## src/rtl/muldiv_sequencer.sv

```systemverilog
// -----------------------------------------------------------------------------
// muldiv_sequencer
//
// Iterative RV32M multiply/divide unit for the execute stage. One M-type
// operation is accepted at a time and run either as a shift-add multiply or
// as a restoring divide over WIDTH iterations. A sign-correction cycle follows,
// and then a single-cycle valid result. While the unit is busy it holds a stall
// request to the hazard unit. A pipeline flush aborts the operation in flight.
//
// Ports:
//   clk     in   1      system clock, rising edge
//   rst     in   1      asynchronous, active-high reset
//   start   in   1      M-type instruction present in execute
//   funct3  in   3      000 MUL, 001 MULH, 010 MULHSU, 011 MULHU,
//                       100 DIV, 101 DIVU, 110 REM, 111 REMU
//   src_a   in   WIDTH  rs1 (multiplicand / dividend)
//   src_b   in   WIDTH  rs2 (multiplier / divisor)
//   flush   in   1      kill the in-flight operation
//   stall   out  1      freeze fetch/decode/execute
//   valid   out  1      result valid, one cycle
//   result  out  WIDTH  operation result
// -----------------------------------------------------------------------------
module muldiv_sequencer #(
  parameter int WIDTH = 32
) (
  input  logic             clk,
  input  logic             rst,
  input  logic             start,
  input  logic [2:0]       funct3,
  input  logic [WIDTH-1:0] src_a,
  input  logic [WIDTH-1:0] src_b,
  input  logic             flush,
  output logic             stall,
  output logic             valid,
  output logic [WIDTH-1:0] result
);

  localparam int CNT_W = $clog2(WIDTH) + 1;

  typedef enum logic [1:0] {
    S_IDLE = 2'd0,
    S_CALC = 2'd1,
    S_FIX  = 2'd2,
    S_DONE = 2'd3
  } state_t;

  // Two's-complement negation, applied only when en is set.
  function automatic logic [WIDTH-1:0] cond_neg_w(input logic [WIDTH-1:0] v,
                                                  input logic en);
    return en ? (~v + WIDTH'(1)) : v;
  endfunction

  function automatic logic [2*WIDTH-1:0] cond_neg_2w(input logic [2*WIDTH-1:0] v,
                                                     input logic en);
    return en ? (~v + (2*WIDTH)'(1)) : v;
  endfunction

  state_t             state_q, state_d;
  logic [CNT_W-1:0]   cnt_q, cnt_d;
  logic [2:0]         funct3_q, funct3_d;
  logic               sign_q, sign_d;
  // Shared working register: for multiply {partial product, multiplier},
  // for divide {remainder, quotient/dividend}.
  logic [2*WIDTH-1:0] acc_q, acc_d;
  // Multiplicand magnitude or divisor magnitude, held for the whole operation.
  logic [WIDTH-1:0]   opd_q, opd_d;
  logic [WIDTH-1:0]   result_q, result_d;

  // ---------------------------------------------------------------------------
  // Accept-time decode of the incoming operation
  // ---------------------------------------------------------------------------
  logic             accept;
  logic             is_div_in;
  logic             is_rem_in;
  logic             signed_a_in;
  logic             signed_b_in;
  logic             sign_a;
  logic             sign_b;
  logic             sign_in;
  logic [WIDTH-1:0] mag_a;
  logic [WIDTH-1:0] mag_b;
  logic             div_by_zero;
  logic             div_ovf;
  logic             fast_in;
  logic [WIDTH-1:0] fast_res;

  assign accept      = (state_q == S_IDLE) && start && !flush;
  assign is_div_in   = funct3[2];
  assign is_rem_in   = funct3[2] & funct3[1];
  // rs1 is signed for MULH, MULHSU, DIV, REM; rs2 for MULH, DIV, REM only.
  assign signed_a_in = (funct3 == 3'b001) || (funct3 == 3'b010) ||
                       (funct3 == 3'b100) || (funct3 == 3'b110);
  assign signed_b_in = (funct3 == 3'b001) ||
                       (funct3 == 3'b100) || (funct3 == 3'b110);
  assign sign_a      = signed_a_in & src_a[WIDTH-1];
  assign sign_b      = signed_b_in & src_b[WIDTH-1];
  assign mag_a       = cond_neg_w(src_a, sign_a);
  assign mag_b       = cond_neg_w(src_b, sign_b);
  // Remainder takes the dividend's sign; product and quotient take the XOR.
  assign sign_in     = is_rem_in ? sign_a : (sign_a ^ sign_b);

  // Corner cases resolved without iterating: divide by zero, and the single
  // signed overflow case MIN / -1.
  assign div_by_zero = is_div_in && (src_b == '0);
  assign div_ovf     = ((funct3 == 3'b100) || (funct3 == 3'b110)) &&
                       (src_a == {1'b1, {(WIDTH-1){1'b0}}}) &&
                       (src_b == {WIDTH{1'b1}});
  assign fast_in     = div_by_zero || div_ovf;

  always_comb begin
    fast_res = '0;
    if (div_by_zero) begin
      fast_res = is_rem_in ? src_a : {WIDTH{1'b1}};
    end else if (div_ovf) begin
      fast_res = is_rem_in ? '0 : src_a;
    end
  end

  // ---------------------------------------------------------------------------
  // One iteration of the multiply and divide datapaths
  // ---------------------------------------------------------------------------
  logic [WIDTH:0]     mul_sum;
  logic [2*WIDTH-1:0] mul_step;
  logic [WIDTH:0]     div_shift;
  logic               div_ge;
  logic [WIDTH-1:0]   div_diff;
  logic [2*WIDTH-1:0] div_step;

  // Add the multiplicand into the upper half when the multiplier LSB is set,
  // then shift right one, bringing the carry into the MSB.
  assign mul_sum  = {1'b0, acc_q[2*WIDTH-1:WIDTH]} + {1'b0, opd_q};
  assign mul_step = acc_q[0] ? {mul_sum, acc_q[WIDTH-1:1]}
                             : {1'b0, acc_q[2*WIDTH-1:1]};

  // The shifted partial remainder needs one extra bit, because the divisor
  // can use the full width. When the trial subtraction succeeds, the
  // difference is smaller than the divisor. The low WIDTH bits of the
  // subtraction are therefore exact.
  assign div_shift = {acc_q[2*WIDTH-1:WIDTH], acc_q[WIDTH-1]};
  assign div_ge    = (div_shift >= {1'b0, opd_q});
  assign div_diff  = div_shift[WIDTH-1:0] - opd_q;
  assign div_step  = div_ge ? {div_diff, acc_q[WIDTH-2:0], 1'b1}
                            : {div_shift[WIDTH-1:0], acc_q[WIDTH-2:0], 1'b0};

  // ---------------------------------------------------------------------------
  // Sign correction and result selection
  // ---------------------------------------------------------------------------
  logic [2*WIDTH-1:0] prod_fix;
  logic [WIDTH-1:0]   quo_fix;
  logic [WIDTH-1:0]   rem_fix;
  logic [WIDTH-1:0]   fix_res;

  assign prod_fix = cond_neg_2w(acc_q, sign_q);
  assign quo_fix  = cond_neg_w(acc_q[WIDTH-1:0], sign_q);
  assign rem_fix  = cond_neg_w(acc_q[2*WIDTH-1:WIDTH], sign_q);

  always_comb begin
    fix_res = '0;
    case (funct3_q)
      3'b000:                 fix_res = prod_fix[WIDTH-1:0];
      3'b001, 3'b010, 3'b011: fix_res = prod_fix[2*WIDTH-1:WIDTH];
      3'b100, 3'b101:         fix_res = quo_fix;
      default:                fix_res = rem_fix;
    endcase
  end

  // ---------------------------------------------------------------------------
  // State and datapath registers
  // ---------------------------------------------------------------------------
  always_ff @(posedge clk or posedge rst) begin
    if (rst) begin
      state_q  <= S_IDLE;
      cnt_q    <= '0;
      funct3_q <= '0;
      sign_q   <= 1'b0;
      acc_q    <= '0;
      opd_q    <= '0;
      result_q <= '0;
    end else begin
      state_q  <= state_d;
      cnt_q    <= cnt_d;
      funct3_q <= funct3_d;
      sign_q   <= sign_d;
      acc_q    <= acc_d;
      opd_q    <= opd_d;
      result_q <= result_d;
    end
  end

  // ---------------------------------------------------------------------------
  // Next-state logic
  // ---------------------------------------------------------------------------
  always_comb begin
    state_d = state_q;
    case (state_q)
      S_IDLE: begin
        if (accept) begin
          state_d = fast_in ? S_DONE : S_CALC;
        end
      end
      S_CALC: begin
        if (flush) begin
          state_d = S_IDLE;
        end else if (cnt_q == CNT_W'(1)) begin
          state_d = S_FIX;
        end
      end
      S_FIX: begin
        state_d = flush ? S_IDLE : S_DONE;
      end
      default: begin
        // DONE always returns to IDLE. A start seen here is not accepted.
        state_d = S_IDLE;
      end
    endcase
  end

  // ---------------------------------------------------------------------------
  // Datapath next-value logic
  // ---------------------------------------------------------------------------
  always_comb begin
    cnt_d    = cnt_q;
    funct3_d = funct3_q;
    sign_d   = sign_q;
    acc_d    = acc_q;
    opd_d    = opd_q;
    result_d = result_q;
    case (state_q)
      S_IDLE: begin
        if (accept) begin
          funct3_d = funct3;
          sign_d   = sign_in;
          cnt_d    = CNT_W'(WIDTH);
          if (is_div_in) begin
            acc_d = {{WIDTH{1'b0}}, mag_a};
            opd_d = mag_b;
          end else begin
            acc_d = {{WIDTH{1'b0}}, mag_b};
            opd_d = mag_a;
          end
          if (fast_in) begin
            result_d = fast_res;
          end
        end
      end
      S_CALC: begin
        if (!flush) begin
          cnt_d = cnt_q - CNT_W'(1);
          acc_d = funct3_q[2] ? div_step : mul_step;
        end
      end
      S_FIX: begin
        // A flush here leaves result holding its previous value.
        if (!flush) begin
          result_d = fix_res;
        end
      end
      default: ;
    endcase
  end

  // ---------------------------------------------------------------------------
  // Outputs
  // ---------------------------------------------------------------------------
  always_comb begin
    stall  = (accept) || (state_q == S_CALC) || (state_q == S_FIX);
    valid  = (state_q == S_DONE) && !flush;
    result = result_q;
  end

endmodule

```

## config.mk

```make
export PLATFORM = sky130hd
export DESIGN_NAME = muldiv_sequencer
export DESIGN_NICKNAME = d
export VERILOG_FILES = /design/src/rtl/muldiv_sequencer.sv
export SDC_FILE = /design/constraint.sdc
export NUM_CORES = 1
export LEC_CHECK = 0
export CORE_MARGIN = 2
export CORE_UTILIZATION = 44
export DETAILED_ROUTE_END_ITERATION = 12
export PLACE_DENSITY = 0.59
export SETUP_SLACK_MARGIN = 0.02
export SYNTH_ARGS = -nofsm -noshare
export SYNTH_HDL_FRONTEND = slang
export SYNTH_SLANG_ARGS = --single-unit
```

## constraint.sdc

```tcl
create_clock -name clk -period 11.3 [get_ports clk]
set_input_delay 1.13 -clock clk [delete_from_list [all_inputs] [get_ports clk]]
set_output_delay 1.13 -clock clk [all_outputs]
set_load 0.02 [all_outputs]
```

======== Word-level counts from Yosys, hierarchy flattened ========
Index checks and enable logic that the tools add are counted.
operators by class
  $add $sub $neg .......................... 8
  magnitude comparators ................... 1
  equality and inequality tests ........... 20
  mux-type cells .......................... 32
  bitwise logic cells ..................... 9
  reduce and logical (&&, ||, !) cells .... 27
operator list
  operator                                                               number
  32-bit two-way mux                                                     13
  64-bit two-way mux                                                     6
  32-bit by 1-bit adder with 32-bit output, second input constant        4
  32-bit inverter                                                        4
  64-bit one-hot mux with 2 select lines                                 1
  32-bit one-hot mux with 3 select lines                                 1
  64-bit by 1-bit adder with 64-bit output, second input constant        1
  32-bit equality test, second input constant                            2
  64-bit inverter                                                        1
  32-bit one-hot mux with 2 select lines                                 1
  32-bit by 32-bit adder with 33-bit output                              1
  33-bit by 32-bit greater-or-equal comparator with 1-bit output         1
  32-bit logical NOT                                                     1
  32-bit subtractor                                                      1
  3-bit equality test, second input constant                             4
  6-bit two-way mux                                                      2
  6-bit one-hot mux with 2 select lines                                  1
  2-bit two-way mux                                                      5
  3-bit by 2-bit equality test with 1-bit output, second input constant  3
  1-bit logical OR                                                       9
  2-bit != test, second input constant                                   4
  3-bit by 1-bit equality test with 1-bit output, second input constant  2
  6-bit by 1-bit equality test with 1-bit output, second input constant  1
  1-bit logical AND                                                      6
  17 further kinds                                                       22
word-level totals
  bits in registers ....................... 140
  output and inout bits ................... 34
  logic and storage cells ................. 104

======== Longest topological paths before layout ========
  depth after elaboration ................. 9
  gate-level depth with buffers ........... 15
  mapped depth without buffers ............ 14

======== Least setup slack after synthesis ========
Ideal clock, no wire load.
  path type ............................... input port to flip-flop
  start ................................... input port src_b[3]
  end ..................................... register result_q[22], in the netlist result[22]
  library setup time ...................... 0.136 ns
  arrival ................................. 3.589 ns
  slack ................................... 7.575 ns
  stages .................................. 12
  path through ............................ or3_1 -> nor4_1 -> and3_1 -> nand3_1 -> nor4_1 -> o21ai_0 -> nand2b_1 -> nand2_1 -> clkbuf_1 -> clkbuf_1 -> nand2_1 -> o31ai_1
between the ends
  cells in the longest elaborated chain, start to end .. 7
ends and longest elaborated chain
  item                                    line  RTL
  start, declared                         31    input logic [WIDTH-1:0] src_b,
  32-bit equality test                    107   (src_b == {WIDTH{1'b1}});
  1-bit logical AND                       106   (src_a == {1'b1, {(WIDTH-1){1'b0}}}) &&
  32-bit two-way mux                      114   end else if (div_ovf) begin
  32-bit two-way mux                      112   if (div_by_zero) begin
  32-bit two-way mux                      241   if (fast_in) begin
  32-bit two-way mux                      230   if (accept) begin
  32-bit one-hot mux with 2 select lines  228   case (state_q)
  end signal, assigned                    186   result_q <= result_d;
  end, declared                           67    logic [WIDTH-1:0] result_q, result_d;
Parallel ways exist; a longest one is shown, timed or not. The select of a mux whose other input is x is not followed.
A chain may end at the register's enable or synchronous reset.

======== Final worst setup path ========
  start ................................... input port src_b[0]
  end ..................................... register result_q[19], in the netlist result[19]
The elaborated chain is that of the path after synthesis.

==> results.md <==
* Gpl congestion at 0.977
* Largest family of logic cells by synthesized area: compound AO/OA/AOI/OAI gates
* Starting Density at 0.447
* R2R Setup Slk at 6410 ps
* CP endpoint kind: register
* Total grt overflow at 0
* Minimum clock period at 5430 ps
* Vias/cell at around 6.4
* Number of buffers added for setup after CTS at 0
* Synth Area in XOR/XNOR at 0.100
* Synthesis Warnings at 0
* Required time of the critical path at around 12,000 ps
* Core outline area at 0.0336 sq mm
* Rel. slew slack at 0.0852
* Worst stage delay on the critical path at 790 ps
* Worst setup path end: result[19]
* Hold WC Path Type: register to register
* Gr usage total at 0.339
* Synthesized area per cell at just over 7 sq um
* Clk_skew at 8.41 ps
* Nets@finish at roughly 2,200
* Port Buffers at 104
* Asr flop ratio synth at 1.00
* Largest net degree at the start of global routing at approximately 110
* First-pass GRT wire length at 92.1 mm
* Worst Tran Pin Value at 1340 ps
* CP Max Fanout at between 50 and 60
* Post-synth top area share at 0.233
* Pint at 0.00230 W
* Setup WS pre-CTS at about 5500 ps
* Commonest non-fill, non-tap cell in the layout: a21oi_1
* Run status: completed
* Total power at 0.00496 W
* Worst Setup Slack, final at 5870 ps
* Wire length per cell at roughly 24 microns
* Hold depth at 2
* Adder-cell share of the synthesized area at 0.0618
* Flop pwr share at 0.225
* Clock power frac at 0.120
* Cell variety after synth at 74
* Non-filler cells, final at 2,515
* # IOs at 105
* Fmax at 184 MHz
* Die height at 189 microns
* #FFs+latches synth at 140
* Slowest cell on crit path: nor4_1
* # DRC at 0
* Layout area overhead at 11.9%
* Post-synthesis simple-gate area fraction at 0.207
* Post-CTS sizing at 0
* # diodes at 0
* CTS buffer count at 17
* EDFF count, synth at 0
* Initial antenna violation count at 2
* Commonest cells after routing, fill and taps aside: 240 x a21oi_1, 210 x nand2_1, 193 x nor2_1
* Hold-fix buffers at CTS at 0
* Via count at ~16,000
* Die width at around 190 microns
* Final period utilization at 0.481
* Peak supply drop at 0.168 mV
* Final hold vios at 0
* Final instance area at 0.0168 sq mm
* CTS tree: built
* Cells after Synth at 2,067
* PwrDens at 295 mW/mm^2
* Worst r2r path cells at 11
* Final WL at 60.6 mm
* CTS sink count at 140
* Clock Latency Late Sink at around 460 ps
* CTS Root Cell: clkbuf_16
* Iteration-0 DRC Markers at 1,633
* Setup-failing EPs final at 0
* Max cap viols at 0
* Setup Total Neg Slack at 0 ps
* Inst Count DP at 2,483
* Clock slew at reported path FFs at about 70 ps
* Synth area leaders: dfrtp_1 23%, a21oi_1 8.0%, ha_1 5.9%
* Syn Nets at between 2,000 and 2,500
* CTS H-tree lvls at 4
* Crit path DAT at around 5700 ps
* Combinational Power Share at 0.654
* R2R Path Start: acc_q[32]
* Row cnt at 67
* Compound-Gate Fraction of Synth Area at 0.310
* Final ANT Viol Nets at 0
* Net Sw Frac at 0.537
* Crit Path Class: input pin to register
* Leakage at roughly 6.7 nW
* Die area at approximately 0.036 sq mm
* DR pass1 iterations at 6
* Crit path cell chain: clkdlybuf4s50_1 > inv_1 > ha_1 > nand2b_1 > nor4_1 > and3_1 > nand3_1 > nor4_1 > o21ai_0 > nand2b_1 > nand2_2 > a211oi_1 > nor3_1
* Cell Area, Synth at 0.0150 sq mm
* Worst Setup SP: src_b[0]
* Reg2Reg Capture Point: acc_q[33]
* Startpoint Class: input pin
* Share of layout cells above drive strength 1 at 0.0426
* Placed Area at between 0.015 and 0.02 sq mm
* Yosys top cell by area: dfrtp_1
* Vias in the first global route at 14,900
* Sequential area share after synthesis at 0.233
* Switching pwr at 0.00266 W
* Fin. max-slew vios at 0
* CTS max path bufs at 2
* Post-DP HPWL at 46.7 mm
* Multiplexer share of the synthesized area at 0.0290
* Most used DFF post-synth: dfrtp_1
* Unrepaired setup endpoints after global routing: false
## power by group through the flow
stage	combinational (W)	sequential, W	clock (W)
2_1_floorplan	0.00236	0.000929	0
3_3_place_gp	0.00314	0.00111	0
3_5_place_dp	0.00317	0.00111	0
4_1_cts	0.00319	0.00110	0.000602
5_1_grt	0.00354	0.00114	0.000623
6_report	0.00325	0.00112	0.000597
## flip-flops by register name, indices dropped and copies added (netlist names)
name and count:
acc_q 64, funct3_q 3, state_q 2, opd_q 32
sign_q 1, cnt_q 6, result 32
## worst min path at each step
| stage | start | slack (ps) | end |
|---|---|---|---|
| floorplan | funct3_q[0] | 470 | funct3_q[0] |
| global placement | result[29] | 460 | result[29] |
| detailed placement | result[21] | 470 | result[21] |
| CTS | result[28] | 480 | result[28] |
| global route | result[24] | 500 | result[24] |
| finish | result[21] | 480 | result[21] |
## metal layers
metal / vias up / GRT usage / wire length, microns
met1: 7701 / 0.454 / 26400
met3: 108 / 0.0551 / 4110
li1: 7529 / - / -
met2: 712 / 0.542 / 27600
met4: 2 / 0.141 / 2480
met5: - / 0 / 13
## logic make-up after synthesis
family          Yosys count
mux                      43
compound gates          740
simple gates            668
flops                   140
xor+xnor                172
buf+inv                 231
fa+ha+maj                73
## critical path: cells and delay by family
kind	cells	cell delay [ps]
AND/OR/NAND/NOR	8	2980
adder cells (fa/ha/maj)	1	210
AO/OA/AOI/OAI	2	750
buffers and inverters	2	670
## through the flow
step                utilization  hold WS [ps]
floorplan                     -           471
global placement          0.482           462
detailed placement        0.482           470
CTS                       0.500           483
global route              0.500           503
finish                    0.500           480
## area by class of cell
class	count	area, sq um
Multi-Input combinational cell	1696	10700
Sequential cell	140	3510
Fill cell	3400	16800
Tap cell	448	561
Clock buffer	21	470
Timing Repair Buffer	125	1200
Inverter	74	283
Clock inverter	11	134
## cell usage after synthesis, drive strengths merged, types with 5 or more instances
cell type / count
a21oi: 240
nand2: 213
nor2: 198
o21ai: 167
dfrtp: 140
clkbuf: 135
xnor2: 94
xor2: 78
ha: 71
inv: 71
o31ai: 67
nor3: 51
a211oi: 45
nand3: 44
o211ai: 40
mux2i: 39
a21o: 32
a31oi: 25
or3: 23
buf: 22
nand4: 21
nor2b: 21
nor4: 19
or4: 18
and3: 16
nand2b: 15
o221ai: 14
a221oi: 12
o21bai: 11
o21a: 9
o41ai: 8
a32o: 7
and2: 7
o22ai: 7
o311ai: 7
or2: 7
a22oi: 5
and4: 5
No activity file was read; power rests on OpenSTA's default activity.
